`src/rtl/cmp_iter.sv`:
```
// cmp_iter: iterative MSB-first magnitude comparator, CHUNK bits per cycle with early exit.
module cmp_iter #(
    parameter int WIDTH = 32,
    parameter int CHUNK = 8
) (
    input  logic             clk_i,
    input  logic             rstn_i,
    input  logic             start_i,
    input  logic [WIDTH-1:0] a_i,
    input  logic [WIDTH-1:0] b_i,
    input  logic             signed_i,
    output logic             ready_o,
    output logic             busy_o,
    output logic             done_o,
    output logic             gt_o,
    output logic             eq_o,
    output logic             lt_o
);
    localparam int NCH = WIDTH / CHUNK;
    localparam int IW = NCH > 1 ? $clog2(NCH) : 1;
    localparam logic [IW-1:0] TOP = IW'(NCH - 1);
    typedef enum logic {IDLE, RUN} state_t;
    state_t           state_q, state_d;
    logic [IW-1:0]    idx_q, idx_d;
    logic [WIDTH-1:0] a_q, a_d, b_q, b_d;
    logic             sgn_q, sgn_d;
    logic             gt_q, gt_d, eq_q, eq_d, lt_q, lt_d, done_q, done_d;
    logic [CHUNK-1:0] flip, ca, cb;
    always_comb begin
        state_d = state_q;
        idx_d   = idx_q;
        a_d     = a_q;
        b_d     = b_q;
        sgn_d   = sgn_q;
        gt_d    = gt_q;
        eq_d    = eq_q;
        lt_d    = lt_q;
        done_d  = 1'b0;
        // Inverting the sign bit on the top chunk turns a signed compare into an unsigned one.
        flip = '0;
        flip[CHUNK-1] = sgn_q && (idx_q == TOP);
        ca = a_q[int'(idx_q)*CHUNK +: CHUNK] ^ flip;
        cb = b_q[int'(idx_q)*CHUNK +: CHUNK] ^ flip;
        if (state_q == IDLE) begin
            if (start_i) begin
                a_d     = a_i;
                b_d     = b_i;
                sgn_d   = signed_i;
                idx_d   = TOP;
                gt_d    = 1'b0;
                eq_d    = 1'b0;
                lt_d    = 1'b0;
                state_d = RUN;
            end
        end else if (ca != cb) begin
            gt_d    = ca > cb;
            lt_d    = ca < cb;
            done_d  = 1'b1;
            state_d = IDLE;
        end else if (idx_q == '0) begin
            eq_d    = 1'b1;
            done_d  = 1'b1;
            state_d = IDLE;
        end else begin
            idx_d = idx_q - IW'(1);
        end
    end
    always_ff @(posedge clk_i) begin
        if (!rstn_i) begin
            state_q <= IDLE;
            idx_q   <= '0;
            a_q     <= '0;
            b_q     <= '0;
            sgn_q   <= 1'b0;
            gt_q    <= 1'b0;
            eq_q    <= 1'b0;
            lt_q    <= 1'b0;
            done_q  <= 1'b0;
        end else begin
            state_q <= state_d;
            idx_q   <= idx_d;
            a_q     <= a_d;
            b_q     <= b_d;
            sgn_q   <= sgn_d;
            gt_q    <= gt_d;
            eq_q    <= eq_d;
            lt_q    <= lt_d;
            done_q  <= done_d;
        end
    end
    assign ready_o = state_q == IDLE;
    assign busy_o  = state_q == RUN;
    assign done_o  = done_q;
    assign gt_o    = gt_q;
    assign eq_o    = eq_q;
    assign lt_o    = lt_q;
endmodule

```
`config.mk`:
```
export PLATFORM = sky130hd
export DESIGN_NAME = cmp_iter
export DESIGN_NICKNAME = d
export VERILOG_FILES = /design/src/rtl/cmp_iter.sv
export SDC_FILE = /design/constraint.sdc
export NUM_CORES = 1
export LEC_CHECK = 0
export ABC_AREA = 1
export CAP_MARGIN = 30
export CORE_UTILIZATION = 54
export DETAILED_ROUTE_END_ITERATION = 16
export MAX_ROUTING_LAYER = met4
export PLACE_DENSITY = 0.87
export SYNTH_ARGS = -nofsm -noshare
export SYNTH_HDL_FRONTEND = slang
export SYNTH_SLANG_ARGS = --single-unit
```
`constraint.sdc`:
```
create_clock -name clk_i -period 3 [get_ports clk_i]
set_input_delay 0.6 -clock clk_i [delete_from_list [all_inputs] [get_ports clk_i]]
set_output_delay 0.6 -clock clk_i [all_outputs]
set_load 0.01 [all_outputs]
```
After elaboration in Yosys (flattened, before gate mapping)
Index checks and enable logic that the tools add are counted.
W data, S select, Z words.
{ "totals": {"elab_cells": 49, "in_bits": 68, "output_inout_bits": 6, "regBits": 72} }
{ "op_classes": {"n_mux": 18, "addsub": 1, "shift": 2, "n_bitwise": 3, "eq_ne": 6, "reduce_logical": 8, "magnitude_cmp": 2} }
{ "op_table": {"columns": ["op", "n"], "rows": [
  ["$shiftx A32 B6 Y8", 2],
  ["$xor A8 B8 Y8", 2],
  ["$mux W1", 14],
  ["$gt A8 B8 Y1", 1],
  ["$lt A8 B8 Y1", 1],
  ["$mux W2", 4],
  ["$ne A8 B8 Y1", 1],
  ["$reduce_and A2 Y1", 3],
  ["$reduce_and A3 Y1", 2],
  ["$ne A2 B1 Y1 const B", 2],
  ["$ne A2 B2 Y1 const B", 2],
  ["$eq A2 B2 Y1 const B", 1],
  ["$logic_not A2 Y1", 1],
  ["$reduce_bool A2 Y1", 1],
  ["$sub A2 B1 Y2 const B", 1],
  ["$logic_and A1 B1 Y1", 1],
  ["$not A1 Y1", 1]
]} }

Longest topological paths before layout
{ "depth": {"word_depth": 6, "mapped_depth": 15, "mapped_depth_nobuf": 14} }

Worst setup path after synthesis
OpenSTA, ideal clock, no wires.
{ "synth_timing": {"kind": "reg-to-reg", "start": "register idx_q[0]", "end": "register idx_q[1]", "period_less_slack_ns": 1.901, "slack_ns": 1.099, "arrival_ns": 1.789, "setup_time_ns": 0.112, "n_path_buf": 2, "stages_incl_launch_ff": 15, "t_required_ns": 2.888, "path_cell_list": "dfxtp_1 buf_2 buf_2 nand2_1 nand3_1 nand2_1 xnor2_1 ha_1 nand2_1 nor2_1 nand2_1 nor2_1 nand3_1 nand2_1 nor2_1"} }
{ "synth_between": {"elab_chain_len": 6} }
{ "synth_lines": {"columns": ["element", "line_no", "source"], "rows": [
  ["from (decl)", "24", "logic [IW-1:0] idx_q, idx_d;"],
  ["from (signal assigned)", "81", "idx_q <= idx_d;"],
  ["parallel branches: the longest is 6 deep, another holds $shiftx A32 B6 Y8", null, null]
]} }
Several ways; the timed one is not identified. The select of a mux whose other input is x is not followed.
A chain may end at the register's enable or synchronous reset.

Final worst setup path
{ "layout_timing": {"start": "register idx_q[1]", "end": "register idx_q[0]"} }
{ "layout_between": {"elab_chain_len": 6} }
{ "layout_lines": {"columns": ["element"], "rows": [
  ["parallel branches: the longest is 5 deep, another holds $shiftx A32 B6 Y8"],
  ["$reduce_and A3 Y1 (no line) *"]
]} }
Every way passes the cells marked *.

==> reports/metrics.csv <==
metric;value;unit
H-tree depth;3;
row cnt;27;
Mapped Area;3230;µm²
Final min period;2.56;ns
input/output buffers;73;
total power;2.36;mW
Num CTS Buffers;9;
gpl congestion;0.850;
Critical-path top delay cell;dfxtp_1;
GRT busiest layer;met2;
top-count cell post-synth;nor2_1;
Initial DRC Count;303;
drt pass-1 iters;5;
Initial Util;57.2;%
clk root buf;clkbuf_8;
IO Pins;74;
Warnings, synthesis;0;
total global-route track usage;28.1;%
critical path class;reg2reg;
Worst Max-Slew Pin Slew;0.865;ns
CTS resizes;0;
Yosys top cell area share;44.7;%
Routed WL per cell;13.9;µm
Reg clk slew, reported paths;0.07;ns
Slew Viols, Final;0;
crit path launch;idx_q[1];
Post-Place Cell Area;3880;µm²
Chip Width;79.3;µm
CP Capture Type;flip-flop;
Vias per Instance;5.45;
Layout area overhead;27.1;%
Yosys reg bits;72;
largest net degree at the start of global routing;72;
DPL Wire Length;5.26;mm
syn avg cell area;7.15;µm²
Synth area leaders;dfxtp_1, nor2_1, o21ai_0;
EDFF count, synth;0;
clk buf depth;2;
Slew HR;42.3;%
max-cap violation count;0;
Main synth FF type;dfxtp_1;
setup bufs post-CTS;0;
Setup TNS;0;ns
net count after synthesis;529;
global-route met3 utilization;4.02;%
Max FO, Critical Path;24;
ant diodes;0;
Clock Latency Late Sink;0.34;ns
Leak Pwr;1.71;nW
peak supply drop;0.381;mV
total detailed-routing wirelength;8.10;mm
CP Cell Sequence;inv_1 > nand3_1 > nand2_1 > xnor2_1 > ha_1 > nand2_1 > nor2_1 > nand4_1 > o21ai_0 > nor2_1;
fin crit share;85.3;%
CP Launch Type;flip-flop;
CP top delay family;simple AND/OR/NAND/NOR gates;
area of the core;5640;µm²
Synth area leader;dfxtp_1;
most common library cells after synthesis;nor2_1, o21ai_0, dfxtp_1, nand2_1, buf_2;
hold crit path type;reg2reg;
hold slack;0.481;ns
GR Overflow Total;0;
Worst Path Required;3.23;ns
post-synth cell types;21;
RR Startpoint;idx_q[1];
layout cells sized above 1;4.31;%
initial antenna violation count;0;
arrival time at the worst endpoint;2.79;ns
met2 Usage GRT;44.1;%
vias in the first global route;2887;
Worst Hold Launch;eq_o;
Hold Fails Final Rpt;0;
hold_buf cts;0;
global-route wire length before repair;13.3;mm
Vias;3176;
nets@finish;585;
CP max stage delay;0.53;ns
antenna-violating nets left;0;
Cells after Synth;451;
clk_skew;0.00373;ns
fillers;459;
final instance area;4100;µm²
DRC;0;
TritonCTS clock tree;yes;
CTS Sinks;72;
status;complete, no violations;
RSZ-0062 raised after global routing;false;
crit path buf inv count;1;
fraction of registers with async set/reset;0;%
GRT met1 Usage;36.4;%
Die Ht;79.3;µm
Final Util;72.7;%
P per Cell Area;577;nW/µm²
Fmax;0.391;GHz
post-synthesis sequential area ratio;44.7;%
final setup violation count;0;
die area;6290;µm²
## cell type report
cell class / instances / area, µm² / share of cell area [%]
clock buffer: 12 / 155 / 3.78
clock inverter: 3 / 65.1 / 1.59
sequential: 72 / 1440 / 35.2
tap: 72 / 90.1 / 2.20
timing repair buffer: 76 / 748 / 18.2
multi-input combinational: 335 / 1550 / 37.8
inverter: 13 / 48.8 / 1.19
## through the flow
step                setup slack, ns  cells
floorplan                      1.10    451
global placement              0.718    568
detailed placement            0.554    568
CTS                           0.484    583
global route                  0.231    583
finish                        0.440    583
## cell usage in the layout, fill, tap and decap left out, types with 3 or more instances in the layout
master	netlist	routed
a21oi_1	13	13
dfxtp_1	72	72
buf_4	1	3
nand2_1	54	54
o22ai_1	7	7
clkbuf_8	0	11
inv_2	3	3
clkdlybuf4s50_1	0	72
nor2_1	153	153
nand3_1	7	7
o21ai_0	80	80
inv_1	10	10
ha_1	10	10
a32o_1	7	7
## final timing paths
kind,end,slack (ns),cells after the start
worst max-delay path,idx_q[0],0.44,10
worst min-delay path,eq_o,0.48,2
worst min register to register,eq_o,0.48,2
worst max register to register,idx_q[0],0.44,10
## layer usage
layer	share of wire (%)	wire length, µm	up-vias
met4	2.1	167	0
met2	47	3780	125
met1	46	3690	1461
met5	0	0	-
li1	-	-	1574
met3	5.6	456	16
## registers in the layout, summed over array words and instances, names as in the netlist
signal and cells:
idx_q 2, gt_o 1, busy_o 1, done_o 1, b_q 32, a_q 32, sgn_q 1, lt_o 1
eq_o 1
## tightest hold or removal path: stages, from the launching register on
cell	delay, ns
dfxtp_1	0.32
nand2_1	0.06
a21oi_1	0.06
## report_power, final
part           switching [mW]  internal (mW)
Combinational           0.233          0.203
Clock                   0.336          0.508
Sequential             0.0511           1.03
Total                   0.620           1.74
## cell families after synthesis
logic type | synth area share (%)
AND/OR/NAND/NOR | 25.7
AO/OA/AOI/OAI | 18.0
flip-flops | 44.7
buffers and inverters | 7.25
adder cells (fa/ha/maj) | 3.88
XOR/XNOR | 0.543
No activity file was read; power rests on OpenSTA's default activity.
